**src/rtl/mem_arbiter.sv**
```systemverilog
// Two-requester arbiter for the unified instruction/data memory: the core and the program loader
// share one memory port through a registered IDLE/ACCESS/DONE handshake with timeout.
module mem_arbiter #(
  parameter int unsigned AW           = 32,
  parameter int unsigned DW           = 32,
  parameter int unsigned MAX_WAIT     = 16,
  parameter int unsigned STARVE_LIMIT = 4
) (
  input  logic          clk,
  input  logic          rst,
  input  logic          core_req,
  input  logic          core_we,
  input  logic [AW-1:0] core_addr,
  input  logic [DW-1:0] core_wdata,
  output logic [DW-1:0] core_rdata,
  output logic          core_ready,
  output logic          core_err,
  input  logic          ldr_req,
  input  logic          ldr_we,
  input  logic [AW-1:0] ldr_addr,
  input  logic [DW-1:0] ldr_wdata,
  output logic [DW-1:0] ldr_rdata,
  output logic          ldr_ready,
  output logic          ldr_err,
  output logic          mem_en,
  output logic          mem_we,
  output logic [AW-1:0] mem_addr,
  output logic [DW-1:0] mem_wdata,
  input  logic [DW-1:0] mem_rdata,
  input  logic          mem_ack,
  output logic          busy
);

  localparam int unsigned WW = (MAX_WAIT > 1) ? $clog2(MAX_WAIT) : 1;
  localparam int unsigned SW = $clog2(STARVE_LIMIT + 1);

  typedef enum logic [1:0] {StIdle, StAccess, StDone} state_e;

  state_e        state_q, state_d;
  logic          gnt_ldr_q, gnt_ldr_d;
  logic [WW-1:0] wait_q, wait_d;
  logic [SW-1:0] starve_q, starve_d;
  logic          mem_en_q, mem_en_d;
  logic          mem_we_q, mem_we_d;
  logic [AW-1:0] mem_addr_q, mem_addr_d;
  logic [DW-1:0] mem_wdata_q, mem_wdata_d;
  logic [DW-1:0] core_rdata_q, core_rdata_d;
  logic          core_ready_q, core_ready_d;
  logic          core_err_q, core_err_d;
  logic [DW-1:0] ldr_rdata_q, ldr_rdata_d;
  logic          ldr_ready_q, ldr_ready_d;
  logic          ldr_err_q, ldr_err_d;
  logic          busy_q, busy_d;
  logic          pick_ldr;

  // Loader takes the port when the core is quiet or has used up its run of consecutive grants.
  assign pick_ldr = ldr_req && (!core_req || (starve_q == SW'(STARVE_LIMIT)));

  always_comb begin
    state_d      = state_q;
    gnt_ldr_d    = gnt_ldr_q;
    wait_d       = wait_q;
    starve_d     = starve_q;
    mem_en_d     = mem_en_q;
    mem_we_d     = mem_we_q;
    mem_addr_d   = mem_addr_q;
    mem_wdata_d  = mem_wdata_q;
    core_rdata_d = core_rdata_q;
    ldr_rdata_d  = ldr_rdata_q;
    core_ready_d = 1'b0;
    core_err_d   = 1'b0;
    ldr_ready_d  = 1'b0;
    ldr_err_d    = 1'b0;

    case (state_q)
      StIdle: begin
        if (core_req || ldr_req) begin
          gnt_ldr_d   = pick_ldr;
          mem_en_d    = 1'b1;
          mem_we_d    = pick_ldr ? ldr_we : core_we;
          mem_addr_d  = pick_ldr ? ldr_addr : core_addr;
          mem_wdata_d = pick_ldr ? ldr_wdata : core_wdata;
          wait_d      = '0;
          if (pick_ldr || !ldr_req) begin
            starve_d = '0;
          end else if (starve_q != SW'(STARVE_LIMIT)) begin
            starve_d = starve_q + 1'b1;
          end
          state_d = StAccess;
        end
      end

      StAccess: begin
        if (mem_ack) begin
          mem_en_d = 1'b0;
          mem_we_d = 1'b0;
          if (gnt_ldr_q) begin
            ldr_rdata_d = mem_rdata;
            ldr_ready_d = 1'b1;
          end else begin
            core_rdata_d = mem_rdata;
            core_ready_d = 1'b1;
          end
          state_d = StDone;
        end else if (wait_q == WW'(MAX_WAIT - 1)) begin
          // Hung memory: complete the access with an error and zero data.
          mem_en_d = 1'b0;
          if (gnt_ldr_q) begin
            ldr_rdata_d = '0;
            ldr_ready_d = 1'b1;
            ldr_err_d   = 1'b1;
          end else begin
            core_rdata_d = '0;
            core_ready_d = 1'b1;
            core_err_d   = 1'b1;
          end
          state_d = StDone;
        end else begin
          wait_d = wait_q + 1'b1;
        end
      end

      StDone: begin
        state_d = StIdle;
      end

      default: begin
        state_d = StIdle;
      end
    endcase

    busy_d = (state_d != StIdle);
  end

  always_ff @(posedge clk or negedge rst) begin
    if (!rst) begin
      state_q      <= StIdle;
      gnt_ldr_q    <= 1'b0;
      wait_q       <= '0;
      starve_q     <= '0;
      mem_en_q     <= 1'b0;
      mem_we_q     <= 1'b0;
      mem_addr_q   <= '0;
      mem_wdata_q  <= '0;
      core_rdata_q <= '0;
      core_ready_q <= 1'b0;
      core_err_q   <= 1'b0;
      ldr_rdata_q  <= '0;
      ldr_ready_q  <= 1'b0;
      ldr_err_q    <= 1'b0;
      busy_q       <= 1'b0;
    end else begin
      state_q      <= state_d;
      gnt_ldr_q    <= gnt_ldr_d;
      wait_q       <= wait_d;
      starve_q     <= starve_d;
      mem_en_q     <= mem_en_d;
      mem_we_q     <= mem_we_d;
      mem_addr_q   <= mem_addr_d;
      mem_wdata_q  <= mem_wdata_d;
      core_rdata_q <= core_rdata_d;
      core_ready_q <= core_ready_d;
      core_err_q   <= core_err_d;
      ldr_rdata_q  <= ldr_rdata_d;
      ldr_ready_q  <= ldr_ready_d;
      ldr_err_q    <= ldr_err_d;
      busy_q       <= busy_d;
    end
  end

  assign core_rdata = core_rdata_q;
  assign core_ready = core_ready_q;
  assign core_err   = core_err_q;
  assign ldr_rdata  = ldr_rdata_q;
  assign ldr_ready  = ldr_ready_q;
  assign ldr_err    = ldr_err_q;
  assign mem_en     = mem_en_q;
  assign mem_we     = mem_we_q;
  assign mem_addr   = mem_addr_q;
  assign mem_wdata  = mem_wdata_q;
  assign busy       = busy_q;

endmodule

```
**config.mk**
```make
export PLATFORM = sky130hd
export DESIGN_NAME = mem_arbiter
export DESIGN_NICKNAME = d
export VERILOG_FILES = /design/src/rtl/mem_arbiter.sv
export SDC_FILE = /design/constraint.sdc
export NUM_CORES = 1
export LEC_CHECK = 0
export ABC_AREA = 0
export BUFFER_PORTS_ARGS = -buffer_cell sky130_fd_sc_hd__buf_2
export CAP_MARGIN = 20
export CORE_MARGIN = 5
export CORE_UTILIZATION = 25
export DETAILED_ROUTE_END_ITERATION = 16
export PLACE_DENSITY = 0.48
export SKIP_LAST_GASP = 1
export SLEW_MARGIN = 40
export SYNTH_ARGS = -nofsm -noshare
export SYNTH_HDL_FRONTEND = slang
export SYNTH_SLANG_ARGS = --single-unit
```
**constraint.sdc**
```tcl
create_clock -name clk -period 1.52 [get_ports clk]
set_input_delay 0.152 -clock clk [delete_from_list [all_inputs] [get_ports clk]]
set_output_delay 0.152 -clock clk [all_outputs]
set_load 0.02 [all_outputs]
```
==> reports/metrics.cfg <==
[worst_setup_path]
cp_top_family=compound AO/OA/AOI/OAI gates
arrival_ns=1.82
cp-end-kind=register
rr_worst_depth=7
endpoint=mem_we$_DFFE_PN0P_
cpPeakStageDelay_ns=0.37
startpoint_type=register
cpMostUsedCell=buf_12
worst-path-buf-inv=3
r2r_slack_ns=-0.007
crit_type=register to register
crit_path_top_delay_cell=dfrtp_1
path_max_fanout=7
path_cells=inv_2 -> ha_4 -> a21bo_4 -> buf_12 -> buf_12 -> a32oi_2 -> o211ai_1
path_depth=7
r2r-start=starve_q[1]$_DFFE_PN0P_
cp-startpoint=starve_q[1]$_DFFE_PN0P_
regToRegEndpoint=mem_we$_DFFE_PN0P_
required_ns=1.81

[sta]
rsz0062_at_grt=true
setup_viol=1
min_period_over_period_pct=100
skew_ns=0.0167
finalSetupTns_ns=-0.00717
fin_ws_ns=-0.00717
fmax_mhz=655
maxSlewHeadroom_pct=69.9
min_period_ns=1.53
slew_viol_final=0
worstMarginPinSlew_ns=0.451
final_hold_viol_count=0

[pwr]
p_per_area_nw_per_um2=1920
leakagePower_nw=4.94
peakVddDrop_uv=809
design_power_total_mw=20.6

[clock_network]
clock_sinks=145
cts_made_buffers=17
cts_max_level=4
clk_path_buf_depth=2
cts-root-buf=clkbuf_16
clk_pin_slew_ns=0.07
insertion_delay_ns=0.42
cts_tree=yes

[synthesis]
yosysTopAreaCellShare_pct=57.0
ys_seq_area_share_pct=57.0
synthAdderAreaFrac_pct=0.590
yosys-top-cells-count=dfrtp_1, nand3_1, a21oi_1, a22o_1, a31oi_1
synth_area_leaders=dfrtp_1, a22o_1, a31oi_1
synthCells=597
synthXorXnorAreaFrac_pct=0
yosys.area_share.simple_pct=8.77
synth-edff-count=0
synthMuxAreaShare_pct=0.157
syn-num-nets=767
synth_top_family_by_area=compound AO/OA/AOI/OAI gates
synth_compound_area_share_pct=27.5
synth_area_leader_cell=dfrtp_1
ys_ff_latch=145
yosysWarnings=0
synth_area_sq_um=6370
ys_types=48
async_flop_share_pct=100
synth_most_common_cell=dfrtp_1
avgSynthCellArea_sq_um=10.7
synth_flop_cell=dfrtp_1

[global_routing]
grtUsageTotal_pct=17.2
antenna_found_initial=1
grt_max_degree=65
grt-ovfl-total=0
grt_pass1_wl_um=39400
first_global_vias=7064

[flow_run]
drv_cap=0

[place]
dpl.hpwl_um=16200
pre_cts_ws_ns=-0.0587
portBuffers=301
place_inst=1199
gp_congestion=0.738

[floorplanning]
die_y_um=170
die_area_sq_um=28800
core_sq_um=25100
die-width_um=170
initial_utilization_pct=25.4
rows=58
ios=302

[outcome]
violations=negative setup slack
status=complete, but fails checks

[hold_path]
hold_path.class=input pin to register

[cells_and_area]
instances_no_fill=1382
final_util_pct=42.6
num-nets-final=1207
synthToLayoutAreaGrowth_pct=68.2
drive_gt1_share_pct=38.6

[route]
routed_wl_um=26200
drc=0
route.vias.total=6825
ant_nets=0
avgRoutedWirePerCell_um=19.0
vias_per_cell=4.94
drt_iter0_drc=500
first_pass_iters=6

## timing repair
item | CTS | global route
resized for setup | 6 | 10
endpoints found under the setup margin | 48 | 80
pin swaps | 0 | 7
setup buffers | 0 | 9
hold buffers | 133 | 0
gates cloned | 1 | 6
hold endpoints to repair | 163 | 0
## layer usage
metal / part of all wire [%] / vias up / GRT usage (%)
li1: - / 3147 / -
met1: 45 / 3308 / 23.4
met2: 46 / 341 / 27.0
met3: 7.8 / 27 / 4.50
met4: 1.5 / 2 / 5.29
met5: 0.027 / - / 0
## worst min path at each step
stage	startpoint	to	slack, ns	cells past startpoint
after floorplan	rst	busy$_DFF_PN0_	-0.14	0
after global placement	rst	core_rdata[23]$_DFFE_PN0P_	0.12	1
after detailed placement	rst	ldr_rdata[23]$_DFFE_PN0P_	0.12	1
after CTS	ldr_wdata[26]	mem_wdata[26]$_DFFE_PN0P_	0.00004	3
after global routing	ldr_addr[9]	mem_addr[9]$_DFFE_PN0P_	0.01	3
final	core_addr[27]	mem_addr[27]$_DFFE_PN0P_	0.02	3
## cell usage in the layout, fill, tap and decap left out, drive strengths merged, types with 3 or more instances in the layout
cell type / instances
ha: 3
a21oi: 65
o21ai: 68
nand3: 70
clkinv: 4
dfrtp: 145
nor2: 7
clkbuf: 22
or2: 4
a31oi: 64
inv: 17
a22o: 65
dlygate4sd3: 133
buf: 349
## worst min-delay path, cell delays in order
cell	delay, ns
buf_2	0.09
o21ai_0	0.07
a31oi_1	0.08
## cell type report
cell class | instances | area (sq um)
clock buffers | 17 | 425
repair buffers | 487 | 3610
multi-input cells | 377 | 2400
diodes | 2 | 5.00
fillers | 2417 | 14400
clock inverters | 15 | 193
inverters | 9 | 33.8
well taps | 330 | 413
flip-flops and latches | 145 | 3630
## cell families after synthesis
family          count (synthesis)
flops                         145
mux                             1
fa+ha+maj                       3
buf+inv                        75
compound gates                275
simple gates                   98
## stage by stage
stage	instance area, sq um	hold slack (ns)
6_report	10700	0.0179
3_5_place_dp	8440	0.116
2_1_floorplan	6370	-0.144
5_1_grt	10700	0.0108
3_3_place_gp	8440	0.118
4_1_cts	10400	0.0000432
## registers in the layout, indices dropped and copies added, names as in the netlist
register	cells
mem_wdata	32
busy	1
mem_en	1
starve_q	3
ldr_ready	1
state_q	2
mem_addr	32
gnt_ldr_q	1
mem_we	1
ldr_err	1
ldr_rdata	32
core_rdata	32
core_err	1
wait_q	4
core_ready	1
## power by group
group | internal (mW) | switching [mW]
Clock | 2.51 | 1.95
Sequential | 5.66 | 1.02
Combinational | 3.88 | 5.54
(Power assumes the default switching activity.)
